===== config.mk =====
export PLATFORM = sky130hd
export DESIGN_NAME = sym_pattern_matcher
export DESIGN_NICKNAME = d
export VERILOG_FILES = /design/src/rtl/sym_pattern_matcher.sv
export SDC_FILE = /design/constraint.sdc
export NUM_CORES = 1
export LEC_CHECK = 0
export BUFFER_PORTS_ARGS = -buffer_cell sky130_fd_sc_hd__clkbuf_2
export CORE_AREA = 2 2 54 56
export CTS_BUF_LIST = sky130_fd_sc_hd__clkbuf_16
export CTS_CLUSTER_SIZE = 24
export DETAILED_ROUTE_END_ITERATION = 6
export DIE_AREA = 0 0 56 58
export PLACE_DENSITY = 0.66
export SLEW_MARGIN = 20
export SYNTH_ARGS = -nofsm -noshare
export SYNTH_HDL_FRONTEND = slang
export SYNTH_SLANG_ARGS = --single-unit

===== constraint.sdc =====
create_clock -name clk -period 2.65 [get_ports clk]
set_clock_uncertainty 0.05 [all_clocks]
set_input_delay 0.3975 -clock clk [delete_from_list [all_inputs] [get_ports clk]]
set_output_delay 0.3975 -clock clk [all_outputs]
set_load 0.05 [all_outputs]

===== src/rtl/sym_pattern_matcher.sv =====
// Sliding-window matcher for a stream of 2-bit symbols against a loadable N-symbol pattern.
// Emits a registered one-cycle match pulse and keeps a saturating count of matches.
module sym_pattern_matcher #(
    parameter int N     = 4,
    parameter int CNT_W = 8
) (
    input  logic             clk,
    input  logic             reset,
    input  logic             load,
    input  logic [2*N-1:0]   pat_in,
    input  logic             sym_valid,
    input  logic [1:0]       sym,
    output logic             armed,
    output logic             match_tick,
    output logic [CNT_W-1:0] match_cnt
);

    localparam int FW = (N > 2) ? $clog2(N) : 1;
    localparam logic [FW-1:0] FILL_LAST = FW'(N - 1);

    typedef enum logic {
        ST_FILL = 1'b0,
        ST_RUN  = 1'b1
    } state_t;

    state_t             r_state;
    state_t             w_state_next;
    logic [2*N-1:0]     r_pattern;
    logic [2*N-1:0]     r_window;
    logic [FW-1:0]      r_fill;
    logic               r_armed;
    logic               r_tick;
    logic [CNT_W-1:0]   r_cnt;

    logic [2*N-1:0]     w_win_next;
    logic [N-1:0]       w_sym_eq;
    logic               w_fill_done;
    logic               w_full_accept;
    logic               w_match;
    logic               w_cnt_sat;

    assign w_win_next = {r_window[2*N-3:0], sym};

    // Per-symbol equality; the full match is the AND across all N lanes.
    genvar gi;
    generate
        for (gi = 0; gi < N; gi++) begin : g_sym_eq
            assign w_sym_eq[gi] = (w_win_next[2*gi +: 2] == r_pattern[2*gi +: 2]);
        end
    endgenerate

    always_comb begin
        w_state_next  = r_state;
        w_fill_done   = (r_state == ST_FILL) && (r_fill == FILL_LAST);
        // Compare only on an accept that leaves the window holding N real symbols.
        w_full_accept = sym_valid && ((r_state == ST_RUN) || w_fill_done);
        w_match       = w_full_accept && (&w_sym_eq);
        w_cnt_sat     = (r_cnt == {CNT_W{1'b1}});
        if (sym_valid && w_fill_done) begin
            w_state_next = ST_RUN;
        end
    end

    always_ff @(posedge clk) begin
        if (reset) begin
            r_state   <= ST_FILL;
            r_pattern <= '0;
            r_window  <= '0;
            r_fill    <= '0;
            r_armed   <= 1'b0;
            r_tick    <= 1'b0;
            r_cnt     <= '0;
        end else if (load) begin
            // A symbol presented alongside load is intentionally dropped.
            r_state   <= ST_FILL;
            r_pattern <= pat_in;
            r_window  <= '0;
            r_fill    <= '0;
            r_armed   <= 1'b0;
            r_tick    <= 1'b0;
            r_cnt     <= '0;
        end else begin
            r_state <= w_state_next;
            r_armed <= (w_state_next == ST_RUN);
            r_tick  <= w_match;
            if (sym_valid) begin
                r_window <= w_win_next;
                if ((r_state == ST_FILL) && !w_fill_done) begin
                    r_fill <= r_fill + 1'b1;
                end
            end
            if (w_match && !w_cnt_sat) begin
                r_cnt <= r_cnt + 1'b1;
            end
        end
    end

    assign armed      = r_armed;
    assign match_tick = r_tick;
    assign match_cnt  = r_cnt;

endmodule


# Word-level counts from Yosys, hierarchy flattened
# Cells that the tools add are included.
[classes] n_addsub=2 eq_ne=6 bitwise_logic=1 n_reduce_logical=12
[op_table] op="8-bit by 1-bit adder with 8-bit output, second input constant" count=1
[op_table] op="2-bit equality test" count=4
[op_table] op="8-bit equality test, second input constant" count=1
[op_table] op="1-bit logical AND" count=6
[op_table] op="4-bit AND reduction" count=1
[op_table] op="2-bit by 1-bit adder with 2-bit output, second input constant" count=1
[op_table] op="2-bit equality test, second input constant" count=1
[op_table] op="1-bit logical NOT" count=2
[op_table] op="2-bit AND reduction" count=1
[op_table] op="2-bit OR reduction" count=1
[op_table] op="1-bit logical OR" count=1
[op_table] op="1-bit NOT" count=1
[word_totals] regBits=26 wordCells=27 input_bits=14

# Depth between registers and ports, before layout
# Gate-level depths: netlist of run 1.
[depth] ltp_word=6 ltp_mapped=7 mapped_depth_nobuf=6

# Worst setup path before layout of run 1
# Ideal clock, no wire load.
[synth_timing] path_type="reg2reg" startpoint="reg, netlist name armed" endpoint="reg r_cnt[4] (netlist: match_cnt[4])" setup_ps=71 setup_slack_ps=165 n_path_buf=1 stages_incl_launch_ff=7 synth_period_minus_slack_ps=2485 arrival_ps=2365 required_ps=2529 path_cell_list="dfxtp_1 o21ai_2 or4_1 or3_1 buf_6 or4_1 a21oi_1"
[synth_rtl] item="end signal: assignment" line_no="93" source="r_cnt <= r_cnt + 1'b1;"
[synth_rtl] item="end: declaration" line_no="33" source="logic [CNT_W-1:0] r_cnt;"

# Worst setup path in the final report of run 1
[layout_timing] startpoint="reg r_fill[0]" endpoint="reg r_cnt[3] (netlist: match_cnt[3])"
[layout_between] elab_chain_len=6
[layout_rtl] item="start: declaration" line_no="30" source="logic [FW-1:0] r_fill;"
[layout_rtl] item="start signal: assignment" line_no="89" source="r_fill <= r_fill + 1'b1;"
[layout_rtl] item="2-bit equality test" line_no="54" source="w_fill_done = (r_state == ST_FILL) && (r_fill == FILL_LAST);"
[layout_rtl] item="1-bit logical AND" line_no="54"
[layout_rtl] item="1-bit logical OR" line_no="56" source="w_full_accept = sym_valid && ((r_state == ST_RUN) || w_fill_done);"
[layout_rtl] item="1-bit logical AND" line_no="56"
[layout_rtl] item="1-bit logical AND" line_no="57" source="w_match = w_full_accept && (&w_sym_eq);"
[layout_rtl] item="1-bit logical AND" line_no="92" source="if (w_match && !w_cnt_sat) begin"
# Every way passes these cells.
# A chain may end at the register's enable or synchronous reset.

==> impl_metrics.toml, run 1 <==
[worst_setup_path]
crit_path_start_kind = "register"
path_cells = "ha_1 -> o21ai_2 -> or4_1 -> or3_1 -> or4_1 -> a21oi_1"
cp.required_ps = 2790
cp.arrival_ps = 2560
end_kind = "register"
crit_top_cell = "or4_1"
slowest_stage = "or4_1"
cp_max_fo = 10
crit_type = "register to register"
critPathMaxStageDelay_ps = 540
r2r_slack_ps = 230

[clocking]
cts_hold_buf = 0
cts_setup_buffers = 0
cts-root-buf = "clkbuf_16"
numCtsBuffers = 3
postCtsResizedCells = 0
h-tree-depth = 1
cts_sinks = 26
clk_path_buf_depth = 2
worstSkewPairLatency_ps = 260
cts_tree = "done"
clkSlewWorstSetupHoldPaths_ps = 60

[grt]
grt_pass1_wl_um = 4110
grt_pass1_vias = 953
gr-total-overflow = 0
grtUsageTotal_pct = 15.9
antenna_found_initial = 0
grt_start_max_net_pins = 19

[timing]
grt_setup_unrepaired = "no"
post-route-min-period_ps = 2420
relSlewSlack_pct = 77.0
min_period_over_period_pct = 91.3
setup_viol = 0
tightest_slew_ps = 345
max_freq_ghz = 0.413
drv_slew = 0
fin_setup_tns_ps = 0
hold_viol = 0

[synthesis]
syn_avg_cell_area_um2 = 9.11
ys_top_cells_by_count = "dfxtp_1, nor2_1, mux2i_1, a21oi_1, nand2_1"
synth_top_flop_cell = "dfxtp_1"
synth_edf_count = 0
synth_warnings = 0
ys_ff_latch = 26
synthesis.area_um2 = 1170
yosysMostFrequentCell = "dfxtp_1"
netlist_top_cells_area = "dfxtp_1, mux2i_1, nor2_1"
synthCells = 128
synth-seq-area-share_pct = 44.6
async_reset_ff_share_pct = 0
netlist.area_leader.share_pct = 44.6
ys_types = 27
syn-num-nets = 144
yosysTopAreaCell = "dfxtp_1"

[place]
port_buffers = 23
hpwl_um = 1660
place.gp.congestion = 0.804

[pwr]
p_total_mw = 0.801
p_clk_share_pct = 41.4
combPwrFrac_pct = 7.7
power_density_nw_per_um2 = 583
leakagePower_nw = 0.593
swShare_pct = 21.3
internal_power_mw = 0.630
vdd_ir_drop_max_uv = 373
switching_power_mw = 0.171
p_seq_share_pct = 50.8

[routing]
ant_nets = 0
via_count = 985
firstDrtPassIters = 6
drt_iter0_markers = 18
drc = 0
finalWirelength_um = 2250
wl_per_cell_um = 12.5
via_per_inst = 5.44

[floorplanning]
rows = 19
die_area_um2 = 3250
core-area_um2 = 2660
die_w_um = 56
num_io_pins = 24
initial_utilization_pct = 43.8
fp.dieH_um = 58

[run]
cap_violations = 0

[layout]
drive_above_1_share_pct = 22.0
area_delta_synth_final_pct = 17.7
num-nets-final = 167
antennaDiodeCount = 0
finish.utilization_pct = 51.6

[status]
status = "complete, no violations"

[min_path]
min_path_type = "primary input to register"
## layout by cell type, fill, tap and decap left out, drive strengths merged, types with 4 or more instances in the layout
cell / Yosys / final
a21oi: 8 / 8
nor2: 21 / 21
clkbuf: 5 / 26
dfxtp: 26 / 26
nand2: 8 / 8
mux2i: 14 / 14
xnor2: 4 / 4
nand3: 5 / 5
xor2: 5 / 5
nor3: 6 / 6
## cell families (layout without fill, tap and decap cells)
logic type | Yosys count | count (layout) | share of synthesized area [%]
DFF | 26 | 26 | 44.6
muxes | 14 | 14 | 12.0
and+or+nand+nor | 52 | 52 | 21.1
buffers and inverters | 8 | 30 | 3.86
xor gates and xnor gates | 9 | 9 | 6.76
AOI/OAI and AO/OA | 17 | 17 | 9.44
adders and majority gates | 2 | 2 | 2.15
## final timing paths
path | startpoint | to | cells after the start
worst min register to register | r_fill[1] | r_fill[1] | 2
worst min-delay path | pat_in[6] | r_pattern[6] | 3
worst max-delay path | r_fill[0] | match_cnt[3] | 6
worst max register to register | r_fill[0] | match_cnt[3] | 6
## critical path, delay by kind of cell, from the launching register on
| kind | cells | cell delay, ps |
|---|---|---|
| adders and majority gates | 1 | 210 |
| and+or+nand+nor | 3 | 1530 |
| DFF | 1 | 350 |
| AOI/OAI and AO/OA | 2 | 210 |
## power groups by stage
| stage | Sequential, mW | Clock [mW] | Combinational, mW |
|---|---|---|---|
| 2_1_floorplan | 0.414 | 0 | 0.0465 |
| 3_3_place_gp | 0.416 | 0 | 0.0611 |
| 3_5_place_dp | 0.416 | 0 | 0.0627 |
| 4_1_cts | 0.407 | 0.341 | 0.0629 |
| 5_1_grt | 0.408 | 0.354 | 0.0722 |
| 6_report | 0.407 | 0.332 | 0.0620 |
## metal layers
layer | up-vias | track usage, % | share of wire [%]
li1 | 497 | - | -
met1 | 447 | 20.5 | 44
met2 | 38 | 26.7 | 48
met3 | 3 | 2.68 | 6.9
met4 | 0 | 6.12 | 1.4
met5 | - | 0 | 0
## sequential cells by signal, summed over array words and instances, names as in the netlist
register    cells
r_fill          2
armed           1
r_pattern       8
match_tick      1
match_cnt       8
r_window        6
## stage by stage
step / worst slack, ps / hold slack (ps) / instance area [um2] / cells
detailed placement: 256 / 413 / 1290 / 177
CTS: 237 / 321 / 1370 / 181
global route: 38.6 / 371 / 1370 / 181
global placement: 290 / 396 / 1290 / 177
finish: 230 / 320 / 1370 / 181
floorplan: 165 / 390 / 1170 / 128
## cell type report
cell class | count | area, um2
tap | 31 | 38.8
clock buffer | 3 | 75.1
clock inverter | 1 | 3.75
inverter | 1 | 3.75
timing repair buffer | 25 | 130
sequential | 26 | 520
fill | 264 | 1290
multi-input combinational | 94 | 601
Note: power is estimated with default switching activity, not from simulation.
==> inputs of run 2 (changes only) <==
- ABC_AREA: unset -> 1
- CELL_PAD_IN_SITES_DETAIL_PLACEMENT: unset -> 1
- CELL_PAD_IN_SITES_GLOBAL_PLACEMENT: unset -> 2
- CORE_AREA: 2 2 54 56 -> 2 2 70 72
- DIE_AREA: 0 0 56 58 -> 0 0 72 74
- PLACE_DENSITY: 0.66 -> unset
- PLACE_DENSITY_LB_ADDON: unset -> 0.1
==> impl_metrics.toml, run 2 <==
[worst_setup_path]
cp.arrival_ps = 1770
end_kind = "register"
crit_path_start_kind = "register"
crit_type = "register to register"
cp.required_ps = 2760
cp_max_fo = 13

[clocking]
postCtsResizedCells = 0
numCtsBuffers = 3
cts_tree = "done"
cts-root-buf = "clkbuf_16"
clkSlewWorstSetupHoldPaths_ps = 70
h-tree-depth = 1
cts_hold_buf = 0
cts_sinks = 26
cts_setup_buffers = 0
worstSkewPairLatency_ps = 260
clk_path_buf_depth = 2

[synthesis]
syn_avg_cell_area_um2 = 6.77
synth-seq-area-share_pct = 40.7
yosysTopAreaCell = "dfxtp_1"
netlist_top_cells_area = "dfxtp_1, nand2_1, nor2_1"
synth_warnings = 0
async_reset_ff_share_pct = 0
synthCells = 189
ys_ff_latch = 26
syn-num-nets = 205
synthesis.area_um2 = 1280
ys_top_cells_by_count = "nand2_1, nor2_1, dfxtp_1, inv_1, a21oi_1"
ys_types = 20
yosysMostFrequentCell = "nand2_1"
netlist.area_leader.share_pct = 40.7
synth_top_flop_cell = "dfxtp_1"
synth_edf_count = 0

[floorplanning]
die_area_um2 = 5330
die_w_um = 72
core-area_um2 = 4600
num_io_pins = 24
fp.dieH_um = 74
rows = 25
initial_utilization_pct = 27.8

[pwr]
power_density_nw_per_um2 = 535
vdd_ir_drop_max_uv = 238
leakagePower_nw = 0.701

[routing]
via_per_inst = 4.48
firstDrtPassIters = 4
via_count = 1184
ant_nets = 0
finalWirelength_um = 3040
drt_iter0_markers = 32
wl_per_cell_um = 11.5
drc = 0

[layout]
layout_commonest_cell = "nand2_1"
antennaDiodeCount = 0
drive_above_1_share_pct = 16.2
final_area_um2 = 1510
finish.utilization_pct = 32.8
layout_common_cells = "nand2_1, nor2_1, inv_1, dfxtp_1, clkbuf_2"
area_delta_synth_final_pct = 17.7
final_cells = 264
num-nets-final = 228

[grt]
antenna_found_initial = 0
grt_pass1_vias = 1172
grt_start_max_net_pins = 14
grtUsageTotal_pct = 12.8
grt_pass1_wl_um = 5330
gr-total-overflow = 0

[run]
cap_violations = 0

[timing]
min_period_over_period_pct = 62.6
tightest_slew_ps = 520
drv_slew = 0
hold_viol = 0
setup_viol = 0
max_freq_ghz = 0.602
whs_ps = 322
fin_setup_tns_ps = 0
post-route-min-period_ps = 1660
grt_setup_unrepaired = "no"
relSlewSlack_pct = 65.3

[place]
place.gp.congestion = 0.725
hpwl_um = 2480
port_buffers = 23
dp.cells = 261
placed_area_um2 = 1430

[status]
status = "complete, no violations"

[min_path]
min_path_type = "primary input to register"
-- run 2: changes by cell type after synthesis, moves of 6 or more --
cell,change
nand2_1,+41
inv_1,+25
mux2i_1,-14
nor2_1,+10
nor3_1,-6
-- run 2: power breakdown --
group / total [mW] / switching, mW / internal (mW)
sequential: 0.411 / 0.00762 / 0.403
combinational: 0.0672 / 0.0411 / 0.0261
clock: 0.329 / 0.129 / 0.200
-- run 2: per-stage QoR --
step	power, mW	worst slack, ps
detailed placement	0.489	783
global route	0.855	749
CTS	0.822	939
floorplan	0.467	902
global placement	0.486	880
finish	0.806	990
-- run 2: final cells by class --
type | count | area, um2
Timing Repair Buffer | 24 | 123
Tap cell | 54 | 67.6
Sequential cell | 26 | 520
Clock buffer | 3 | 75.1
Fill cell | 595 | 3090
Inverter | 29 | 109
Multi-Input combinational cell | 128 | 612
-- run 2: critical path: stages (launching register included) --
cell and delay, ps:
dfxtp_1 360, ha_1 170, nor2_1 70, nor2_1 90
nand3_1 150, nor2_4 290, nand3_2 160, nor2_1 150
nor2_1 60
-- run 2: final timing paths --
| path | from | end | slack [ps] | cells past startpoint |
|---|---|---|---|---|
| worst max-delay path | r_fill[0] | match_cnt[2] | 990 | 8 |
| worst min-delay path | pat_in[0] | r_pattern[0] | 320 | 3 |
| worst max register to register | r_fill[0] | match_cnt[2] | 990 | 8 |
| worst min register to register | r_window[4] | r_window[4] | 420 | 2 |
-- run 2: cell families after synthesis --
logic type | after synthesis | share of synthesized area (%)
AO/OA/AOI/OAI | 22 | 9.38
XOR/XNOR | 5 | 3.42
adder cells (fa/ha/maj) | 2 | 1.95
buffers and inverters | 35 | 11.5
flip-flops | 26 | 40.7
AND/OR/NAND/NOR | 99 | 33.0
-- run 2: per-layer routing --
metal	track usage (%)	wire, um	up-vias
li1	-	-	631
met1	14.9	1350	528
met2	23.7	1550	21
met3	2.57	110	4
met4	4.40	34	0
met5	0	0	-
==> inputs of run 3 (changes only) <==
- CORE_AREA: 2 2 70 72 -> 2 2 74 76
- DIE_AREA: 0 0 72 74 -> 0 0 76 78
- clock period: 2.65 -> 1.34 ns (I/O delays scaled with it)
==> impl_metrics.toml, run 3 (synthesized netlist as in run 2, its figures left out) <==
[min_path]
hold_depth = 3
min_to = "r_pattern[7]"
min_from = "pat_in[7]"
min_path_type = "primary input to register"

[layout]
layout_common_cells = "nand2_1, nor2_1, inv_1"
final_cells = 299
num-nets-final = 246
drive_above_1_share_pct = 33.6
finish.utilization_pct = 35.6
layout_commonest_cell = "nand2_1"
antennaDiodeCount = 0
area_delta_synth_final_pct = 40.4

[place]
port_buffers = 23
hpwl_um = 2660
place.gp.congestion = 0.773
dp.cells = 287

[pwr]
p_total_mw = 1.65
p_seq_share_pct = 48.9
internal_power_mw = 1.26
leakagePower_nw = 0.809
power_density_nw_per_um2 = 918
switching_power_mw = 0.388
combPwrFrac_pct = 9.9
vdd_ir_drop_max_uv = 633
p_clk_share_pct = 41.3
swShare_pct = 23.5

[floorplanning]
core-area_um2 = 5040
fp.dieH_um = 78
die_area_um2 = 5930
initial_utilization_pct = 25.4
die_w_um = 76
rows = 26
num_io_pins = 24

[timing]
fin_setup_tns_ps = -595
max_freq_ghz = 0.702
hold_viol = 0
finalWorstSetupSlack_ps = -83.6
setup_viol = 9
min_period_over_period_pct = 106
post-route-min-period_ps = 1420
whs_ps = 106
grt_setup_unrepaired = "yes"
drv_slew = 0
relSlewSlack_pct = 76.8
tightest_slew_ps = 348

[worst_setup_path]
cp.required_ps = 1490
critPathBufInv = 2
cp.arrival_ps = 1570
slowest_stage = "dfxtp_2"
worst-r2r-cell-count = 11
rr_endpoint = "match_cnt[4]"
r2r_slack_ps = -80
critPathMaxStageDelay_ps = 350
path_cells = "ha_4 -> nor2_4 -> nor2_2 -> nand3_2 -> nor2_4 -> buf_6 -> buf_12 -> nand3_1 -> nand2_1 -> nand2_1 -> nor2_1"
worst-path-stages = 11
crit_path_start_kind = "register"
end_kind = "register"
reg2reg_from = "r_fill[0]"
cp_max_fo = 5
crit_type = "register to register"
cp_top_family = "simple AND/OR/NAND/NOR gates"

[clocking]
cts_hold_buf = 0
numCtsBuffers = 3
clk_path_buf_depth = 2
cts_tree = "done"
cts_sinks = 26
worstSkewPairLatency_ps = 260
h-tree-depth = 1
clkSlewWorstSetupHoldPaths_ps = 70
cts-root-buf = "clkbuf_16"

[status]
violations = "negative setup slack"
status = "complete, but fails checks"

[routing]
finalWirelength_um = 3450
wl_per_cell_um = 11.5
drt_iter0_markers = 21
ant_nets = 0
via_per_inst = 4.31
drc = 0
via_count = 1289
firstDrtPassIters = 3

[grt]
grt_start_max_net_pins = 15
grt_pass1_wl_um = 5810
antenna_found_initial = 0
gr-total-overflow = 0
grtUsageTotal_pct = 12.1
grt_pass1_vias = 1318

[run]
cap_violations = 0
==> run 3: metrics by stage <==
step / worst slack [ps] / instance area [um2]
3_3_place_gp: -84.8 / 1580
5_1_grt: -258 / 1800
4_1_cts: -152 / 1750
2_1_floorplan: -1.09 / 1320
3_5_place_dp: -156 / 1580
6_report: -83.6 / 1800
==> run 3: how the worst max path moves through the flow <==
stage                 start      endpoint  slack, ps
5_1_grt           r_fill[0]  match_cnt[5]       -260
3_3_place_gp      r_fill[1]  match_cnt[4]        -80
2_1_floorplan  match_cnt[1]  match_cnt[5]         -1
4_1_cts           r_fill[0]  match_cnt[4]       -150
3_5_place_dp      r_fill[1]  match_cnt[4]       -160
6_report          r_fill[0]  match_cnt[4]        -80
==> run 3: per-layer routing <==
layer  part of all wire (%)  up-vias  GRT usage (%)  wire length (um)
met5                      0        -              0                 0
met2                     53       20           22.6              1840
met4                   0.93        0           3.09                32
li1                       -      665              -                 -
met3                    3.3        4           2.79               114
met1                     42      600           14.0              1460
==> run 3: area by class of cell <==
cell class / instances / area (um2)
Fill cell: 648 / 3250
Multi-Input combinational cell: 128 / 682
Sequential cell: 26 / 542
Timing Repair Buffer: 42 / 298
Inverter: 29 / 109
Tap cell: 70 / 87.6
Clock buffer: 3 / 75.1
Clock inverter: 1 / 3.75
==> run 3: timing repair <==
action | CTS | global route
buffers inserted | 5 | 2
cloned | 1 | 0
endpoints found under the setup margin | 8 | 9
pin swaps | 2 | 6
resized for setup | 6 | 10
==> run 3: power by group through the flow <==
stage	registers (mW)	clock network [mW]	logic, mW
after global placement	0.822	0	0.155
final	0.806	0.681	0.163
after CTS	0.806	0.714	0.164
after floorplan	0.820	0	0.0977
after global routing	0.810	0.756	0.186
after detailed placement	0.822	0	0.159
==> run 3: worst reg2reg max path: cells and delay by family, from the launching register on <==
kind / cells / cell delay [ps]
AND/OR/NAND/NOR: 8 / 600
flip-flops: 1 / 350
buffers and inverters: 2 / 210
adder cells (fa/ha/maj): 1 / 150
